$ cat src/rtl/bullet_magazine_pkg.sv
// Shared game constants: magazine capacity (also used by the HUD renderer)
// and the magazine state encodings.
package bullet_magazine_pkg;

    localparam int GAME_MAX_BULLET = 6;

    typedef enum logic [1:0] {
        ST_READY    = 2'd0,
        ST_COOLDOWN = 2'd1,
        ST_RELOAD   = 2'd2
    } mag_state_e;

    function automatic int max_cycles(input int a, input int b);
        return (a > b) ? a : b;
    endfunction

endpackage

$ cat src/rtl/bullet_magazine_rise_detect.sv
// Rising-edge detector for an already-synchronised button level.
// History resets to 0, so a button held through reset counts as a fresh press.
module rise_detect (
    input  logic clk,
    input  logic reset,
    input  logic level,
    output logic rise
);

    logic prev_q;
    logic prev_d;

    always_comb begin
        prev_d = level;
    end

    always_ff @(posedge clk) begin
        if (reset) begin
            prev_q <= 1'b0;
        end else begin
            prev_q <= prev_d;
        end
    end

    assign rise = level & ~prev_q;

endmodule

$ cat src/rtl/bullet_magazine.sv
// Magazine controller: tracks rounds, enforces shot cooldown and timed reload,
// and produces registered HUD/effect outputs.
module bullet_magazine
    import bullet_magazine_pkg::*;
#(
    parameter int MAX_BULLET      = GAME_MAX_BULLET,
    parameter int COOLDOWN_CYCLES = 5_000_000,
    parameter int RELOAD_CYCLES   = 50_000_000
) (
    input  logic       clk,
    input  logic       reset,
    input  logic       fire_req,
    input  logic       reload_req,
    output logic [4:0] leftBullet,
    output logic       shot,
    output logic       dry_fire,
    output logic       reloading,
    output logic       empty
);

    localparam int CNT_MAX = max_cycles(COOLDOWN_CYCLES, RELOAD_CYCLES);
    localparam int CNT_W   = (CNT_MAX > 1) ? $clog2(CNT_MAX) : 1;
    localparam logic [CNT_W-1:0] COOL_LOAD   = CNT_W'(COOLDOWN_CYCLES - 1);
    localparam logic [CNT_W-1:0] RELOAD_LOAD = CNT_W'(RELOAD_CYCLES - 1);
    localparam logic [4:0]       FULL        = 5'(MAX_BULLET);

    mag_state_e       state_q, state_d;
    logic [CNT_W-1:0] cnt_q, cnt_d;
    logic [4:0]       left_q, left_d;
    logic             shot_q, shot_d;
    logic             dry_q, dry_d;
    logic             reloading_q, reloading_d;
    logic             empty_q, empty_d;
    logic             fire_ev;
    logic             reload_ev;

    rise_detect u_fire_edge (
        .clk   (clk),
        .reset (reset),
        .level (fire_req),
        .rise  (fire_ev)
    );

    rise_detect u_reload_edge (
        .clk   (clk),
        .reset (reset),
        .level (reload_req),
        .rise  (reload_ev)
    );

    // Events are only honoured in READY; fire wins over a simultaneous reload.
    always_comb begin
        state_d = state_q;
        cnt_d   = cnt_q;
        left_d  = left_q;
        shot_d  = 1'b0;
        dry_d   = 1'b0;
        case (state_q)
            ST_READY: begin
                if (fire_ev) begin
                    if (left_q != 5'd0) begin
                        left_d  = left_q - 5'd1;
                        shot_d  = 1'b1;
                        state_d = ST_COOLDOWN;
                        cnt_d   = COOL_LOAD;
                    end else begin
                        dry_d = 1'b1;
                    end
                end else if (reload_ev && (left_q != FULL)) begin
                    state_d = ST_RELOAD;
                    cnt_d   = RELOAD_LOAD;
                end
            end
            ST_COOLDOWN: begin
                if (cnt_q == '0) begin
                    state_d = ST_READY;
                end else begin
                    cnt_d = cnt_q - CNT_W'(1);
                end
            end
            ST_RELOAD: begin
                if (cnt_q == '0) begin
                    state_d = ST_READY;
                    left_d  = FULL;
                end else begin
                    cnt_d = cnt_q - CNT_W'(1);
                end
            end
            default: begin
                state_d = ST_READY;
                cnt_d   = '0;
            end
        endcase
        reloading_d = (state_d == ST_RELOAD);
        empty_d     = (left_d == 5'd0);
    end

    always_ff @(posedge clk) begin
        if (reset) begin
            state_q     <= ST_READY;
            cnt_q       <= '0;
            left_q      <= FULL;
            shot_q      <= 1'b0;
            dry_q       <= 1'b0;
            reloading_q <= 1'b0;
            empty_q     <= 1'b0;
        end else begin
            state_q     <= state_d;
            cnt_q       <= cnt_d;
            left_q      <= left_d;
            shot_q      <= shot_d;
            dry_q       <= dry_d;
            reloading_q <= reloading_d;
            empty_q     <= empty_d;
        end
    end

    assign leftBullet = left_q;
    assign shot       = shot_q;
    assign dry_fire   = dry_q;
    assign reloading  = reloading_q;
    assign empty      = empty_q;

endmodule
$ cat config.mk
export PLATFORM = sky130hd
export DESIGN_NAME = bullet_magazine
export DESIGN_NICKNAME = d
export VERILOG_FILES = /design/src/rtl/bullet_magazine_pkg.sv /design/src/rtl/bullet_magazine_rise_detect.sv /design/src/rtl/bullet_magazine.sv
export SDC_FILE = /design/constraint.sdc
export NUM_CORES = 1
export LEC_CHECK = 0
export CORE_ASPECT_RATIO = 0.75
export CORE_MARGIN = 3
export CORE_UTILIZATION = 55
export DETAILED_ROUTE_END_ITERATION = 10
export GPL_TIMING_DRIVEN = 1
export PLACE_DENSITY = 0.73
export SETUP_SLACK_MARGIN = 0.5
export SYNTH_ARGS = -nofsm -noshare
export SYNTH_HDL_FRONTEND = slang
export SYNTH_SLANG_ARGS = --single-unit
$ cat constraint.sdc
create_clock -name clk -period 2.6 [get_ports clk]
set_input_delay 0.52 -clock clk [delete_from_list [all_inputs] [get_ports clk]]
set_output_delay 0.52 -clock clk [all_outputs]
set_load 0.03 [all_outputs]
* Word level (Yosys, flattened, before mapping)
Cells that the tools add are included.
Word-level totals: register bits after elaboration 39, output and inout bits 9, logic and storage cells 48
Operators by class: add/subtract/negate cells 2, eq/ne operators 7, mux-type cells 16, bitwise logic cells 6, reductions and logical operators 8
Operators with widths (count):
- $mux 26 | 4
- $pmux 26 s2 | 1
- $logic_not 26->1 | 1
- $sub 26x1->26 const B | 1
- $mux 5 | 3
- $pmux 5 s2 | 1
- $mux 2 | 4
- $ne 3x3->1 const B | 2
- $logic_not 5->1 | 1
- $ne 5x3->1 const B | 1
- $reduce_bool 5->1 | 1
- $sub 5x1->5 const B | 1
- $eq 2x2->1 const B | 2
- $not 1->1 | 4
- $pmux 2 s2 | 1
- $reduce_and 3->1 | 1
- $reduce_or 3->1 | 1
- $and 1x1->1 | 2
- $eq 2x1->1 const B | 1
- $logic_not 2->1 | 1
- $mux 1 | 2
- $ne 2x2->1 const B | 1
- $reduce_or 2->1 | 1
- $logic_and 1x1->1 | 1

* Depth between registers and ports, before layout
depth in word-level cells 7, depth in mapped cells 9

* Modules after synthesis
From an unflattened synthesis, not the netlist that was laid out.
Second synthesis, totals: cell total of the unflattened synthesis 297, area total of the unflattened synthesis 2476.1 um^2
By module, submodules not included:
- bullet_magazine | times used 1, cells an instance 291, area each 2381.0 um^2
- rise_detect | times used 2, cells an instance 3, area each 47.5 um^2

* Least setup slack after synthesis
No wires, ideal clock.
path type register to register, start point reg state_q[1], end point reg cnt_q[1], arrival time 1996 ps, path slack 524 ps, stages on the path, launching flop included 10, buffers on the path 2, cells stage by stage dfxtp_1 -> inv_1 -> ha_1 -> clkbuf_1 -> nor4bb_1 -> nand4_1 -> o2bb2ai_4 -> buf_2 -> nor2_1 -> a211oi_2
On the way: word-level cells in the longest chain between the ends 4
Ends and longest elaborated chain:
- start, declared | RTL line bullet_magazine.sv:27 | mag_state_e state_q, state_d;
- start signal, assigned | RTL line bullet_magazine.sv:108 | state_q <= state_d;
- $eq 2x2->1 or $eq 2x1->1 (tied branches) | RTL line bullet_magazine.sv:58 | case (state_q)
- $reduce_or 2->1 (no line)
- $ne 2x2->1 (no line)
- $reduce_and 3->1 (no line)
- end signal, assigned | RTL line bullet_magazine.sv:109 | cnt_q <= cnt_d;
- end, declared | RTL line bullet_magazine.sv:28 | logic [CNT_W-1:0] cnt_q, cnt_d;
Several ways; a longest one is shown, not always the timed one. A chain may end at the register's enable or synchronous reset.

* Worst setup path in the final report
start point reg left_q[0] (netlist: leftBullet[0]), end point reg cnt_q[14]
On the way: word-level cells in the longest chain between the ends 4
Ends and longest elaborated chain:
- start, declared | RTL line bullet_magazine.sv:29 | logic [4:0] left_q, left_d;
- start signal, assigned | RTL line bullet_magazine.sv:110 | left_q <= left_d;
- $ne 5x3->1 | RTL line bullet_magazine.sv:69 | end else if (reload_ev && (left_q != FULL)) begin
- $logic_and 1x1->1 | RTL line bullet_magazine.sv:69
- $ne 3x3->1 (no line)
- $reduce_and 3->1 (no line) (*)
Mark *: on every way between the ends. The rest lies on a longest branch, timed or not.

==> flow_summary_export.csv <==
group,metric,value,unit
synth,synth_simple_gate_area_share,32.14,%
setup_path,crit_path_end_kind,"flip-flop",
synth,synth_xor_area_share,1.076,%
clock_network,postCtsHoldBufs,0,
setup_path,path_buf_inv,2,
worst_hold_path,hold_class,"input port to flip-flop",
grt,grt_pass1_vias,2169,
sta,hold_ws,0.4823,ns
sta,hold_viol,0,
clock_network,clk_latency,0.30,ns
setup_path,path_max_fanout,8,
synth,synth_edf_count,0,
synth,ys_types,57,
sta,period_needed,2.046,ns
route,ant_nets,0,
pwr,ir_drop,0.0006206,V
synth,synthMuxAreaShare,0.8201,%
setup_path,reg2reg_from,"leftBullet[0]$_SDFF_PP0_",
setup_path,cp-start-kind,"flip-flop",
sta,finalMaxSlewViolations,0,
synth,synthArstFlopShare,0,%
setup_path,crit_family,"compound AO/OA/AOI/OAI gates",
pwr,power,2.303,mW
clock_network,cts-root-buf,"clkbuf_8",
layout,areaGrowthSynthToFinish,22.30,%
sta,post-route-period-util,78.69,%
die,fp.dieW,82.93,um
synth,netlist_instances,303,
grt,grtUsageTotal,26.09,%
setup_path,r2r_slack,0.55,ns
synth,yosysSeqAreaShare,31.98,%
synth,synthAdderAreaFrac,3.588,%
sta,fin_setup_tns,0,ns
sta,fmax,0.4888,GHz
clock_network,htree_levels,2,
setup_path,worst-path-stages,7,
pwr,powerDensity,771.4,nW/um^2
route,viasPerCell,6.670,
clock_network,clock_path_buffers,2,
layout,mostFrequentLayoutCell,"dfxtp_1",
place,portBuffers,12,
worst_hold_path,hold_path_end,"u_reload_edge.prev_q$_SDFF_PP0_",
sta,rsz0062_at_grt,"yes",
route,drc,0,
run_status,outcome,"completed",
die,initial_core_util,58.77,%
clock_network,cts_tree,"yes",
grt,grt-ovfl-total,0,
synth,synth.avg_cell_area,8.056,sq um
layout,drive_above_1_share,19.70,%
setup_path,ff2ff_path_depth,7,
route,wire_per_inst,18.88,um
sta,slew-limit-headroom,63.79,%
synth,synth-seq-cells,39,
grt,grt_pass1_wl,11230,um
setup_path,r2r_end,"cnt_q[14]$_SDFFE_PP0P_",
run,cap_viol_max_count,0,
layout,antennaDiodeCount,0,
die,core,4154,sq um
place,dpl_cell_area,2636,sq um
clock_network,cts_made_buffers,5,
route,wirelength,7268,um
route,drt_iter0_drc,461,
synth,synth_compound_area_share,25.73,%
synth,synth_top_family_by_area,"simple AND/OR/NAND/NOR gates",
layout,mostFrequentLayoutCells,"dfxtp_1, o21ai_0, a21oi_1",
layout,post-route-cell-area,2985,sq um
grt,antenna_found_initial,0,
setup_path,arrival,2.27,ns
sta,setup_viol,0,
setup_path,worstSetupPathType,"flip-flop to flip-flop",
setup_path,critPathSlowestCell,"a311o_2",
synth,synth_flop_cell,"dfxtp_1",
die,top_level_ports,13,
grt,grt_start_max_net_pins,23,
layout,finalNetCount,340,
worst_hold_path,hold_depth,2,
worst_hold_path,min_from,"reload_req",
synth,synth_top_area_share,31.98,%
synth,synth_area_leaders,"dfxtp_1, o21ai_0, a21oi_1",
synth,syn_nets,314,
setup_path,cp_slowest_stage_delay,0.45,ns
clock_network,clk_pin_slew_worst_paths,0.08,ns
route,first_pass_iters,5,
synth,yosysWarnings,0,
die,die_h,63.70,um
die,dieArea,5282,sq um
place,hpwl,4747,um
synth,yosysTopAreaCell,"dfxtp_1",
die,std_cell_rows,20,
clock_network,cts_sinks,39,
sta,worst_slew_pin_slew,0.5415,ns
pwr,p_leak,1.102,nW
sta,finalClockSkew,0.008617,ns
synth,synthesis.area,2441,sq um
setup_path,path_cells,"inv_1 -> ha_1 -> a311o_2 -> o2bb2ai_4 -> buf_12 -> or3_4 -> o21ai_1",
setup_path,required,2.83,ns
route,vias,2568,
place,gp_congestion,0.9760,
sequential cells by signal, summed over array words and instances (netlist names):
name	count
dry_fire	1
reloading	1
cnt_q	26
state_q	2
u_reload_edge.prev_q	1
leftBullet	5
u_fire_edge.prev_q	1
empty	1
shot	1
routing by layer:
metal / share of wire [%] / vias up / track usage [%]
li1: - / 1202 / -
met1: 46 / 1177 / 40.05
met2: 41 / 170 / 36.20
met3: 11 / 19 / 6.405
met4: 1.5 / 0 / 5.510
met5: 0 / - / 0
worst max path at each step:
stage / startpoint / endpoint
after floorplan: state_q[1]$_SDFF_PP0_ / cnt_q[1]$_SDFFE_PP0P_
after CTS: fire_req / cnt_q[14]$_SDFFE_PP0P_
after detailed placement: reload_req / cnt_q[14]$_SDFFE_PP0P_
after global routing: state_q[0]$_SDFF_PP0_ / empty$_SDFF_PP0_
after global placement: fire_req / cnt_q[14]$_SDFFE_PP0P_
final: leftBullet[0]$_SDFF_PP0_ / cnt_q[14]$_SDFFE_PP0P_
cells by family (layout without fill, tap and decap cells):
logic type / after synthesis / after routing
and+or+nand+nor: 127 / 127
AOI/OAI and AO/OA: 98 / 99
DFF: 39 / 39
buffers and inverters: 27 / 53
adders and majority gates: 7 / 7
xor gates and xnor gates: 3 / 3
muxes: 2 / 2
stage by stage:
stage | cells | setup slack (ns) | utilization, %
2_1_floorplan | 303 | 0.5245 | -
3_3_place_gp | 364 | 0.1786 | 63.46
3_5_place_dp | 364 | 0.1214 | 63.46
4_1_cts | 378 | 0.5139 | 68.28
5_1_grt | 385 | 0.3801 | 71.87
6_report | 385 | 0.5540 | 71.87
repair_timing:
action,in CTS,in global routing
gates resized for setup,12,28
buffers inserted,5,5
gates cloned,1,2
hold endpoints to repair,0,0
pin swaps,4,8
setup endpoints to repair,28,31
power by group:
| group | total, mW | switching, mW | internal [mW] | leakage [nW] |
|---|---|---|---|---|
| logic | 1.04 | 0.601 | 0.439 | 0.728 |
| clock network | 0.457 | 0.215 | 0.242 | 0.0515 |
| registers | 0.806 | 0.128 | 0.678 | 0.322 |
cell usage after synthesis, drive strengths merged, types with 3 or more instances:
library cell and count:
nor3b 4, or4 3, o31a 3, xnor2 3, o21a 4, ha 7
nor4 13, inv 10, nor3 11, nor2b 7, a21oi 26, nor2 22
and3 4, nand3b 7, nand3 12, nand4 5, nand2 17, nand2b 5
or3 3, nor4b 4, clkbuf 11, buf 6, o21ai 32, a31oi 12
dfxtp 39
area by class of cell:
cell class | instances | area, sq um
inverter | 10 | 37.54
sequential | 39 | 784.5
clock buffer | 8 | 100.1
fill | 312 | 1169
tap | 55 | 68.82
multi-input combinational | 238 | 1670
timing repair buffer | 35 | 324.1
Power figures use the tool's default switching activity.
